File: src/rtl/icache_ctrl_pkg.sv
// Shared definitions for the instruction cache controller: address width,
// FSM state encodings and the address field widths of the default geometry.
package icache_ctrl_pkg;

  // Default address and instruction width in bits
  localparam int unsigned ICACHE_ADDR_SIZE = 32;
  localparam int unsigned WORD_BITS        = 32;
  // Byte-within-word bits, always ignored by the cache
  localparam int unsigned BYTE_BITS        = 2;

  // Default geometry and its derived field widths
  localparam int unsigned DEF_LINES        = 4;
  localparam int unsigned DEF_LINE_WORDS   = 4;
  localparam int unsigned DEF_OFFSET_BITS  = $clog2(DEF_LINE_WORDS);
  localparam int unsigned DEF_INDEX_BITS   = $clog2(DEF_LINES);
  localparam int unsigned DEF_TAG_BITS     = ICACHE_ADDR_SIZE - BYTE_BITS
                                             - DEF_OFFSET_BITS - DEF_INDEX_BITS;

  typedef enum logic {
    ICACHE_LOOKUP = 1'b0,
    ICACHE_REFILL = 1'b1
  } icache_state_e;

endpackage

File: src/rtl/icache_array.sv
// Register-based storage for the direct-mapped cache: per-line valid bit,
// tag and data. Combinational read port, one line-write port, global clear.
//   clk, reset     : clock, synchronous active-high reset (clears valid only)
//   clear          : invalidate every line at the edge
//   wr_en/index/tag/line : install a line; wins over clear for its own index
//   rd_index       : line to read
//   rd_valid_c/rd_tag_c/rd_line_c : combinational read data
module icache_array
  import icache_ctrl_pkg::*;
#(
  parameter int unsigned LINES      = DEF_LINES,
  parameter int unsigned LINE_WORDS = DEF_LINE_WORDS,
  parameter int unsigned TAG_BITS   = DEF_TAG_BITS
) (
  input  logic                            clk,
  input  logic                            reset,
  input  logic                            clear,
  input  logic                            wr_en,
  input  logic [$clog2(LINES)-1:0]        wr_index,
  input  logic [TAG_BITS-1:0]             wr_tag,
  input  logic [WORD_BITS*LINE_WORDS-1:0] wr_line,
  input  logic [$clog2(LINES)-1:0]        rd_index,
  output logic                            rd_valid_c,
  output logic [TAG_BITS-1:0]             rd_tag_c,
  output logic [WORD_BITS*LINE_WORDS-1:0] rd_line_c
);

  localparam int unsigned LINE_BITS = WORD_BITS * LINE_WORDS;

  logic [LINES-1:0]     valid_q;
  logic [TAG_BITS-1:0]  tag_q  [LINES];
  logic [LINE_BITS-1:0] data_q [LINES];

  // Valid bits: clear first, so a same-edge install survives for its index
  always_ff @(posedge clk) begin
    if (reset) begin
      valid_q <= '0;
    end else begin
      if (clear) begin
        valid_q <= '0;
      end
      if (wr_en) begin
        valid_q[wr_index] <= 1'b1;
      end
    end
  end

  // Tag and data are never reset; valid gates their use
  always_ff @(posedge clk) begin
    if (wr_en) begin
      tag_q[wr_index]  <= wr_tag;
      data_q[wr_index] <= wr_line;
    end
  end

  assign rd_valid_c = valid_q[rd_index];
  assign rd_tag_c   = tag_q[rd_index];
  assign rd_line_c  = data_q[rd_index];

endmodule

File: src/rtl/icache_ctrl.sv
// Direct-mapped instruction cache controller. Hits answer in the same cycle;
// a miss stalls fetch and refills one line over a level-based req/ready
// handshake, then the held PC hits on the return to LOOKUP.
//   clk, reset            : clock, synchronous active-high reset
//   req_valid, req_addr   : fetch PC request (bits [1:0] ignored)
//   flush                 : invalidate all lines (in-flight refill still installs)
//   resp_valid, resp_data : combinational hit response
//   stall                 : fetch must hold PC and IF/ID
//   mem_req, mem_addr     : line refill request, line-aligned address
//   mem_ready, mem_line   : refill completion and line data (word 0 in LSBs)
module icache_ctrl
  import icache_ctrl_pkg::*;
#(
  parameter int unsigned ADDR_SIZE  = ICACHE_ADDR_SIZE,
  parameter int unsigned LINES      = DEF_LINES,
  parameter int unsigned LINE_WORDS = DEF_LINE_WORDS
) (
  input  logic                            clk,
  input  logic                            reset,
  input  logic                            req_valid,
  input  logic [ADDR_SIZE-1:0]            req_addr,
  input  logic                            flush,
  output logic                            resp_valid,
  output logic [ADDR_SIZE-1:0]            resp_data,
  output logic                            stall,
  output logic                            mem_req,
  output logic [ADDR_SIZE-1:0]            mem_addr,
  input  logic                            mem_ready,
  input  logic [WORD_BITS*LINE_WORDS-1:0] mem_line
);

  localparam int unsigned OFF_BITS  = $clog2(LINE_WORDS);
  localparam int unsigned IDX_BITS  = $clog2(LINES);
  localparam int unsigned IDX_LSB   = BYTE_BITS + OFF_BITS;
  localparam int unsigned TAG_LSB   = IDX_LSB + IDX_BITS;
  localparam int unsigned TAG_BITS  = ADDR_SIZE - TAG_LSB;
  localparam int unsigned LINE_BITS = WORD_BITS * LINE_WORDS;

  icache_state_e          state_q, state_d;
  logic [ADDR_SIZE-1:0]   miss_addr_q, miss_addr_d;

  logic [OFF_BITS-1:0]    req_word;
  logic [IDX_BITS-1:0]    req_index;
  logic [TAG_BITS-1:0]    req_tag;
  logic                   rd_valid_c;
  logic [TAG_BITS-1:0]    rd_tag_c;
  logic [LINE_BITS-1:0]   rd_line_c;
  logic [WORD_BITS-1:0]   words_c [LINE_WORDS];
  logic [WORD_BITS-1:0]   sel_word_c;
  logic                   lookup_hit_c;
  logic                   wr_en_c;
  logic                   unused_byte_bits;

  assign req_word         = req_addr[BYTE_BITS +: OFF_BITS];
  assign req_index        = req_addr[IDX_LSB +: IDX_BITS];
  assign req_tag          = req_addr[ADDR_SIZE-1:TAG_LSB];
  assign unused_byte_bits = ^req_addr[BYTE_BITS-1:0];

  // Storage array, read by the request index, written from the latched miss
  icache_array #(
    .LINES      (LINES),
    .LINE_WORDS (LINE_WORDS),
    .TAG_BITS   (TAG_BITS)
  ) u_array (
    .clk        (clk),
    .reset      (reset),
    .clear      (flush),
    .wr_en      (wr_en_c),
    .wr_index   (miss_addr_q[IDX_LSB +: IDX_BITS]),
    .wr_tag     (miss_addr_q[ADDR_SIZE-1:TAG_LSB]),
    .wr_line    (mem_line),
    .rd_index   (req_index),
    .rd_valid_c (rd_valid_c),
    .rd_tag_c   (rd_tag_c),
    .rd_line_c  (rd_line_c)
  );

  // Word select within the read line
  always_comb begin
    for (int unsigned i = 0; i < LINE_WORDS; i++) begin
      words_c[i] = rd_line_c[WORD_BITS*i +: WORD_BITS];
    end
    sel_word_c = words_c[req_word];
  end

  assign lookup_hit_c = req_valid && rd_valid_c && (rd_tag_c == req_tag);
  // Refill install; a reset in the same cycle discards it
  assign wr_en_c      = (state_q == ICACHE_REFILL) && mem_ready && !reset;

  // State and latched miss address
  always_ff @(posedge clk) begin
    if (reset) begin
      state_q     <= ICACHE_LOOKUP;
      miss_addr_q <= '0;
    end else begin
      state_q     <= state_d;
      miss_addr_q <= miss_addr_d;
    end
  end

  // Next-state logic
  always_comb begin
    state_d     = state_q;
    miss_addr_d = miss_addr_q;
    case (state_q)
      ICACHE_LOOKUP: begin
        if (req_valid && !lookup_hit_c) begin
          state_d     = ICACHE_REFILL;
          miss_addr_d = {req_addr[ADDR_SIZE-1:IDX_LSB], {IDX_LSB{1'b0}}};
        end
      end
      ICACHE_REFILL: begin
        if (mem_ready) begin
          state_d = ICACHE_LOOKUP;
        end
      end
      default: state_d = ICACHE_LOOKUP;
    endcase
  end

  // Outputs: hit response in LOOKUP, held request in REFILL
  always_comb begin
    resp_valid = 1'b0;
    resp_data  = '0;
    stall      = 1'b0;
    mem_req    = 1'b0;
    mem_addr   = '0;
    case (state_q)
      ICACHE_LOOKUP: begin
        resp_valid = lookup_hit_c;
        resp_data  = lookup_hit_c ? ADDR_SIZE'(sel_word_c) : '0;
        stall      = req_valid && !lookup_hit_c;
      end
      ICACHE_REFILL: begin
        mem_req  = 1'b1;
        mem_addr = miss_addr_q;
        stall    = 1'b1;
      end
      default: ;
    endcase
  end

endmodule

File: config.mk
export PLATFORM = sky130hd
export DESIGN_NAME = icache_ctrl
export DESIGN_NICKNAME = d
export VERILOG_FILES = /design/src/rtl/icache_ctrl_pkg.sv /design/src/rtl/icache_array.sv /design/src/rtl/icache_ctrl.sv
export SDC_FILE = /design/constraint.sdc
export NUM_CORES = 1
export LEC_CHECK = 0
export BUFFER_PORTS_ARGS = -buffer_cell sky130_fd_sc_hd__buf_2
export CORE_ASPECT_RATIO = 1.75
export CORE_MARGIN = 2
export CORE_UTILIZATION = 64
export CTS_CLUSTER_SIZE = 28
export DETAILED_ROUTE_END_ITERATION = 6
export PLACE_DENSITY = 0.83
export SETUP_SLACK_MARGIN = 0.1
export SLEW_MARGIN = 20
export SYNTH_ARGS = -nofsm -noshare
export SYNTH_HDL_FRONTEND = slang
export SYNTH_SLANG_ARGS = --single-unit
File: constraint.sdc
create_clock -name clk -period 21 [get_ports clk]
set_clock_uncertainty 0.15 [all_clocks]
set_input_delay 1.05 -clock clk [delete_from_list [all_inputs] [get_ports clk]]
set_output_delay 1.05 -clock clk [all_outputs]
set_load 0.05 [all_outputs]
==> Word level (Yosys, flattened, before mapping) <==
Memories as Yosys holds them, arrays and structs flattened.
Index checks and enable logic that the tools add are counted.
{ "word_totals": {"reg_bits": 33, "ramBits": 616, "in_bits": 165, "out_inout_bits": 67, "elab_cells": 43, "n_memories": 2} }
{ "memory_table": {"columns": ["name", "words", "word_bits", "rd", "rd_clocked_by_memory_dff", "write_ports", "line_no", "source"], "rows": [
  ["u_array.data_q", 4, 128, 1, 0, 1, "icache_array.sv:32", "logic [LINE_BITS-1:0] data_q [LINES];"],
  ["u_array.tag_q", 4, 26, 1, 0, 1, "icache_array.sv:31", "logic [TAG_BITS-1:0] tag_q [LINES];"]
]} }
{ "op_classes": {"n_lt_le_gt_ge": 4, "eq_ne": 1, "muxes": 21, "n_bitwise": 3, "n_reduce_logical": 9} }
{ "ops": {"columns": ["cell", "count"], "rows": [
  ["$mux W32", 5],
  ["$bmux W32 S2", 1],
  ["$eq A26 B26 Y1", 1],
  ["$mux W4", 3],
  ["$mux W1", 8],
  ["$logic_and A1 B1 Y1", 6],
  ["$lt A2 B3 Y1 const B", 2],
  ["$or A4 B4 Y4", 1],
  ["$pmux W1 S2", 2],
  ["$ge A3 B3 Y1 const B", 1],
  ["$not A2 Y3", 1],
  ["$bmux W1 S2", 1],
  ["$demux W1 S2", 1],
  ["$ge A2 B1 Y1 const B", 1],
  ["$logic_not A1 Y1", 2],
  ["$reduce_and A2 Y1", 1],
  ["$not A1 Y1", 1]
]} }

==> Logic depth before layout (Yosys ltp) <==
Gate-level depths: netlist (run 1).
{ "depth": {"depth_word": 8, "mapped_depth": 12, "ltp_nobuf": 7} }

==> Hierarchy <==
From an unflattened synthesis (run 1), not the netlist that was laid out.
{ "unflattened": {"hier_cells": 1101, "area_unflattened_um2": 25212.9} }
{ "by_module_without_submodules": {"columns": ["mod", "instances", "cells_per_inst", "area_per_inst_um2"], "rows": [
  ["icache_array", 1, 823, 22404.0],
  ["icache_ctrl", 1, 278, 2808.9]
]} }

==> Least setup slack after synthesis (run 1) <==
OpenSTA, ideal clock, no wires.
{ "synth_path": {"kind": "input -> register", "from": "input port reset", "to": "memory u_array.data_q[0][0] in the netlist's numbering (enable)", "setup_ps": 859, "arrival_time_ps": 11836, "required_ps": 19991, "path_slack_ps": 8154, "stages": 3, "path_cell_list": "clkbuf_1 -> nand3b_1 -> nor3_1"} }
{ "synth_via": {"elab_chain_cells": 4} }
{ "synth_lines": {"columns": ["element", "line_no", "source"], "rows": [
  ["from (decl)", "icache_ctrl.sv:19", "input logic reset,"],
  ["$logic_not A1 Y1", "icache_ctrl.sv:88", "assign wr_en_c = (state_q == ICACHE_REFILL) && mem_ready && !reset;"],
  ["$logic_and A1 B1 Y1", "icache_ctrl.sv:88", null],
  ["$mux W1", "icache_array.sv:50", "if (wr_en) begin"],
  ["$mux W1 (implied by the code)", "icache_array.sv:52", "data_q[wr_index] <= wr_line;"],
  ["to (decl)", "icache_array.sv:32", null]
]} }
Every way passes these cells.

==> Final worst setup path (run 1) <==
{ "layout_path": {"from": "input port req_addr[5]", "to": "output port resp_data[21]"} }
{ "layout_via": {"elab_chain_cells": 6, "elab_cells_between_ends": 12, "cone_classes": "1 x eq/ne; 7 x mux; 2 x reduce/logical; 2 x memory"} }
{ "layout_lines": {"columns": ["element", "line_no", "source"], "rows": [
  ["from (decl)", "icache_ctrl.sv:21", "input logic [ADDR_SIZE-1:0] req_addr,"],
  ["$mem_v2 Z4 W128 or $bmux W1 S2 (tied branches)", null, null],
  ["$bmux W32 S2 or $mux W1 (tied branches)", "icache_ctrl.sv:83, icache_array.sv:56", null],
  ["$mux W32 (implied by the code) or $logic_and A1 B1 Y1 (tied branches) (2 in a row)", "icache_ctrl.sv:83, icache_ctrl.sv:86", null],
  ["$mux W32 *", "icache_ctrl.sv:131", "resp_data = lookup_hit_c ? ADDR_SIZE'(sel_word_c) : '0;"],
  ["$mux W32 *", "icache_ctrl.sv:128", "case (state_q)"],
  ["to (decl)", "icache_ctrl.sv:24", "output logic [ADDR_SIZE-1:0] resp_data,"]
]} }
Every way passes the cells marked *; elsewhere a longest branch is shown, timed or not. The select of a mux whose other input is x is not followed.

==> impl_metrics.env, run 1 <==
export IMPL_wl_met3_um=2740
export IMPL_holdPathStages=2
export IMPL_clk_path_buf_depth=3
export IMPL_synth_area_leaders="edfxtp_1 (73%), mux4_2 (15%), dfxtp_1 (2.6%)"
export IMPL_core_um2=39200
export IMPL_cp_cell_sequence="buf_6, buf_4, buf_4, mux2i_1, o221ai_1, o21ai_0, nand4_1, nor4_4, nand3b_1, buf_4, nor2b_1, buf_2"
export IMPL_crit_top_cell="buf_4"
export IMPL_cts_repair_resized=0
export IMPL_maxSlewHeadroom=0.272
export IMPL_post_route_period_util=0.336
export IMPL_ff2ff_path_depth=8
export IMPL_die_w_um=154
export IMPL_outcome="finished clean"
export IMPL_cts_root_buf="clkbuf_16"
export IMPL_ys_top_cells_by_count="edfxtp_1 (616), mux4_2 (173), nand2b_1 (60), mux2i_1 (55)"
export IMPL_drv_cap=0
export IMPL_required_ps=19800
export IMPL_synth_cells=1158
export IMPL_fmax_ghz=0.142
export IMPL_nNetsFinal=1563
export IMPL_start_kind="primary input"
export IMPL_synth_top_cell_area_share=0.731
export IMPL_critPathKind="primary input to primary output"
export IMPL_ios=232
export IMPL_fin_tns_setup_ps=0
export IMPL_final_util=0.731
export IMPL_overflow=0
export IMPL_grt_pass1_wl_um=76800
export IMPL_stdcell_count=1935
export IMPL_fin_crit_ps=7050
export IMPL_grt_total_usage=0.254
export IMPL_yosysSeqAreaShare=0.757
export IMPL_stdcell_area_um2=28600
export IMPL_rrSetupSlack_ps=17770
export IMPL_syn_to_final_growth_pct=13.1
export IMPL_synth_most_common_cell="edfxtp_1"
export IMPL_dp_hpwl_um=30000
export IMPL_synthArstFlopShare=0
export IMPL_antenna_found_initial=14
export IMPL_drive_gt1_frac=0.343
export IMPL_crit_end="resp_data[21]"
export IMPL_end_kind="primary output"
export IMPL_cp_max_fo=68
export IMPL_postCtsSetupBuffers=0
export IMPL_slowest_delay_ps=770
export IMPL_numCtsBuffers=53
export IMPL_r2r_end="miss_addr_q[8]"
export IMPL_synth_largest_area_cell="edfxtp_1"
export IMPL_drt_iter0_drc=1025
export IMPL_dieArea_um2=41200
export IMPL_clock_latency_ps=580
export IMPL_power_density_nw_per_um2=88.1
export IMPL_setup_viol=0
export IMPL_placement_cell_area_um2=26900
export IMPL_highest_layer="met5"
export IMPL_ir_drop_v=0.0000816
export IMPL_drv_slew=0
export IMPL_syn_area_per_cell_um2=21.8
export IMPL_cts_tree="yes"
export IMPL_io_buffer_count=225
export IMPL_rr_startpoint="u_array.tag_q[2][17]"
export IMPL_cts_htree_levels=2
export IMPL_placed_cells_incl_taps=1832
export IMPL_finalHoldViolCount=0
export IMPL_wl_met2_um=28200
export IMPL_ys_warn_count=0
export IMPL_wire_per_inst_um=26.3
export IMPL_grt_max_degree=80
export IMPL_die_h_um=267
export IMPL_vias_per_cell=6.25
export IMPL_ys_types=44
export IMPL_arrival_ps=5850
export IMPL_wl_um=50900
export IMPL_startpoint="req_addr[5]"
export IMPL_drtPass1Iterations=5
export IMPL_critPathSlowestCell="buf_4"
export IMPL_syn_area_um2=25300
export IMPL_tightest_slew_ps=1090
export IMPL_rows=96
export IMPL_leakage_uw=0.00966
export IMPL_synth_edf_count=616
export IMPL_rsz0062_at_grt="no"
export IMPL_cts_sinks=649
export IMPL_vias=12100
export IMPL_remaining_drc_errors=0
export IMPL_hold_ws_ps=341
export IMPL_final_antenna_net_count=0
export IMPL_synthFlopType="edfxtp_1"
export IMPL_ys_ff_latch=649
export IMPL_place_congestion=0.821
export IMPL_start_util=0.646
export IMPL_grt_pass1_vias=13100
export IMPL_cts_hold_buffers=0
export IMPL_clk_pin_slew_ps=70
export IMPL_wl_met1_um=18100
export IMPL_worst_hold_path_type="flip-flop to flip-flop"
[layout make-up]
type	instances	area [µm²]
Sequential cell	649	19200
Timing Repair Buffer	246	1320
Inverter	5	23.8
Clock buffer	69	1400
Multi-Input combinational cell	443	5850
Tap cell	490	613
Fill cell	2257	10500
Clock inverter	22	231
Antenna cell	11	27.5
[cell families after synthesis]
family / synth area share
buffers and inverters: 0.0131
flip-flops: 0.757
other: 0.000148
XOR/XNOR: 0.00623
AND/OR/NAND/NOR: 0.0367
AO/OA/AOI/OAI: 0.0108
multiplexers: 0.176
[routing by layer]
layer,GRT usage,vias to the layer above
met5,0,-
met2,0.456,447
met4,0.107,10
met3,0.0399,129
met1,0.307,6269
li1,-,5239
[sequential cells by signal, indices dropped and copies added, names as in the netlist]
register / flops
state_q: 1
u_array.valid_q: 4
u_array.tag_q: 104
miss_addr_q: 28
u_array.data_q: 512
[cell usage in the layout (no fill, tap or decap), types with 4 or more instances in the layout]
| cell type | synthesis | layout |
|---|---|---|
| xor2_1 | 4 | 4 |
| dfxtp_1 | 33 | 33 |
| clkbuf_1 | 30 | 15 |
| nand2b_1 | 60 | 60 |
| clkbuf_16 | 0 | 53 |
| buf_2 | 18 | 223 |
| mux2i_1 | 55 | 55 |
| bufinv_16 | 0 | 5 |
| o22ai_1 | 4 | 4 |
| nand2_1 | 9 | 9 |
| nor2_1 | 12 | 11 |
| o21ai_0 | 5 | 5 |
| mux4_2 | 173 | 173 |
| clkinv_1 | 0 | 11 |
| conb_1 | 1 | 4 |
| nor2b_1 | 33 | 33 |
| xnor2_1 | 14 | 14 |
| a21oi_1 | 8 | 8 |
| buf_4 | 7 | 20 |
| edfxtp_1 | 616 | 616 |
| a2111oi_0 | 5 | 5 |
| diode_2 | 0 | 11 |
| and2_1 | 28 | 28 |
[report_power, final]
part | internal, µW | switching [µW]
Clock | 527 | 423
Sequential | 1430 | 7.78
Combinational | 62.8 | 72.3
Total | 2020 | 503
[through the flow]
stage | setup slack, ps | power [µW]
after global routing | 13730 | 2590
final | 13950 | 2520
after global placement | 14020 | 1600
after floorplan | 8150 | 1550
after CTS | 13960 | 2540
after detailed placement | 14000 | 1600
[critical path, delay by kind of cell]
kind	cells	cell delay [ps]
compound gates	2	410
simple gates	4	1140
buf+inv	5	2720
mux	1	400
[how the worst min path moves through the flow]
| stage | start | end | slack (ps) |
|---|---|---|---|
| floorplan | u_array.valid_q[2] | u_array.valid_q[2] | 290 |
| global placement | u_array.valid_q[1] | u_array.valid_q[1] | 320 |
| detailed placement | u_array.valid_q[1] | u_array.valid_q[1] | 330 |
| CTS | u_array.valid_q[1] | u_array.valid_q[1] | 340 |
| global route | u_array.valid_q[2] | u_array.valid_q[2] | 360 |
| finish | u_array.valid_q[1] | u_array.valid_q[1] | 340 |
(Power assumes the default switching activity.)
==> inputs of run 2 (changes only) <==
--- a/config.mk
+++ b/config.mk
@@ -8,10 +8,10 @@
 export BUFFER_PORTS_ARGS = -buffer_cell sky130_fd_sc_hd__buf_2
 export CORE_ASPECT_RATIO = 1.75
 export CORE_MARGIN = 2
-export CORE_UTILIZATION = 64
+export CORE_UTILIZATION = 53
 export CTS_CLUSTER_SIZE = 28
 export DETAILED_ROUTE_END_ITERATION = 6
-export PLACE_DENSITY = 0.83
+export PLACE_DENSITY = 0.73
 export SETUP_SLACK_MARGIN = 0.1
 export SLEW_MARGIN = 20
 export SYNTH_ARGS = -nofsm -noshare
==> constraint.sdc (replaced) <==
create_clock -name clk -period 5.78 [get_ports clk]
set_clock_uncertainty 0.15 [all_clocks]
set_input_delay 0.289 -clock clk [delete_from_list [all_inputs] [get_ports clk]]
set_output_delay 0.289 -clock clk [all_outputs]
set_load 0.05 [all_outputs]
==> impl_metrics.env, run 2 (synthesized netlist as in run 1, its figures left out) <==
export IMPL_largest_reg_flops=512
export IMPL_dieArea_um2=49600
export IMPL_io_buffer_count=225
export IMPL_use_met1=0.251
export IMPL_nNetsFinal=1716
export IMPL_total_power_uw=9410
export IMPL_max_flop_register="u_array.data_q"
export IMPL_fin_crit_ps=4440
export IMPL_wire_per_inst_um=23.4
export IMPL_setup_viol=0
export IMPL_start_kind="primary input"
export IMPL_core_um2=47000
export IMPL_slowest_delay_ps=660
export IMPL_worst_hold_path_type="primary input to flip-flop"
export IMPL_cts_tree="yes"
export IMPL_remaining_drc_errors=0
export IMPL_cts_repair_resized=0
export IMPL_end_kind="primary output"
export IMPL_ios=232
export IMPL_required_ps=5340
export IMPL_final_util=0.647
export IMPL_critPathKind="primary input to primary output"
export IMPL_finalHoldViolCount=0
export IMPL_ir_drop_v=0.000272
export IMPL_use_met2=0.380
export IMPL_critPathSlowestCell="buf_6"
export IMPL_nFillCells=3158
export IMPL_switchingPower_uw=1890
export IMPL_die_h_um=293
export IMPL_drt_iter0_drc=877
export IMPL_overflow=0
export IMPL_final_cell_mix="edfxtp_1 (616), buf_2 (223), mux4_2 (173)"
export IMPL_tightest_slew_ps=1220
export IMPL_worst_path_buf_inv=4
export IMPL_fmax_ghz=0.225
export IMPL_setup_slack_ps=1340
export IMPL_arrival_ps=4010
export IMPL_pre_cts_slack_ps=1380
export IMPL_p_int_uw=7510
export IMPL_rsz0062_at_grt="no"
export IMPL_pwr_share_clk=0.383
export IMPL_final_common_cell="edfxtp_1"
export IMPL_crit_top_cell="buf_4"
export IMPL_grt_pass1_vias=13800
export IMPL_busiest_layer="met2"
export IMPL_fin_tns_setup_ps=0
export IMPL_power_density_nw_per_um2=309
export IMPL_maxSlewHeadroom=0.188
export IMPL_leakage_uw=0.0104
export IMPL_cp_max_fo=80
export IMPL_final_antenna_net_count=0
export IMPL_reg_top3="u_array.data_q (512), u_array.tag_q (104), miss_addr_q (28)"
export IMPL_drv_slew=0
export IMPL_cts_sinks=649
export IMPL_cp_cell_sequence="buf_6, buf_4, mux2i_1, xnor2_1, a2111oi_0, nand2_1, a211oi_1, nand3b_1, buf_4, nor2b_1, buf_2"
export IMPL_dp_hpwl_um=29000
export IMPL_rows=105
export IMPL_syn_to_final_growth_pct=20.3
export IMPL_clk_path_buf_depth=3
export IMPL_pwr_share_seq=0.555
export IMPL_vias=12600
export IMPL_clk_pin_slew_ps=70
export IMPL_cts_root_buf="clkbuf_16"
export IMPL_stdcell_count=2188
export IMPL_outcome="finished clean"
export IMPL_vias_per_cell=5.75
export IMPL_grt_pass1_wl_um=78300
export IMPL_drive_gt1_frac=0.316
export IMPL_grt_total_usage=0.210
export IMPL_crit_family="buffers and inverters"
export IMPL_grt_max_degree=153
export IMPL_cts_htree_levels=2
export IMPL_p_sw_frac=0.201
export IMPL_place_congestion=0.814
export IMPL_combinationalPowerShare=0.062
export IMPL_post_route_period_util=0.769
export IMPL_antenna_found_initial=7
export IMPL_use_met3=0.0335
export IMPL_numCtsBuffers=54
export IMPL_drv_cap=0
export IMPL_wl_um=51200
export IMPL_die_w_um=169
export IMPL_clock_latency_ps=580
export IMPL_drtPass1Iterations=5
export IMPL_placed_cells_incl_taps=1927
export IMPL_start_util=0.538
## run 2: area by class of cell
cell class	count	area, µm²	area share
timing repair buffer	398	2890	0.0951
tap	588	736	0.0242
antenna	4	10.0	0.000329
inverter	5	23.8	0.000781
multi-input combinational	443	5850	0.192
clock inverter	37	343	0.0113
sequential	649	19200	0.629
clock buffer	64	1420	0.0466
## run 2: repair_timing
| item | in CTS | in global routing |
|---|---|---|
| endpoints found under the hold margin | 543 | 0 |
| buffers inserted | 0 | 0 |
| endpoints found under the setup margin | 0 | 0 |
| hold buffers | 156 | 0 |
## run 2: path summary, 6_finish.rpt
path                              from                  to  slack, ps  cells past startpoint
hold reg to reg     u_array.valid_q[2]  u_array.valid_q[2]        340                      2
setup reg to reg  u_array.tag_q[2][17]             state_q       2640                      8
setup / recovery           req_addr[5]        resp_data[1]       1340                     11
hold / removal               req_valid     miss_addr_q[26]        140                      4
## run 2: power by group through the flow
stage	Sequential, µW	Combinational, µW	Clock (µW)
4_1_cts	5220	593	3690
2_1_floorplan	5320	318	0
3_5_place_dp	5320	501	0
5_1_grt	5220	627	3860
6_report	5220	585	3600
3_3_place_gp	5320	490	0
## run 2: metrics by stage
step	hold WS [ps]	area, µm²
final	143	30400
after floorplan	238	25300
after detailed placement	327	27100
after CTS	110	30400
after global routing	135	30400
after global placement	308	27100
## run 2: routing by layer
layer  routed length (µm)  share of wire
met5                   30        0.00059
met4                 1600          0.031
met1                19600           0.38
met3                 2250          0.044
met2                27700           0.54
## run 2: worst min-delay path, stage by stage
cell	delay (ps)
buf_2	110
nand2b_1	120
a21oi_4	150
mux2i_1	150
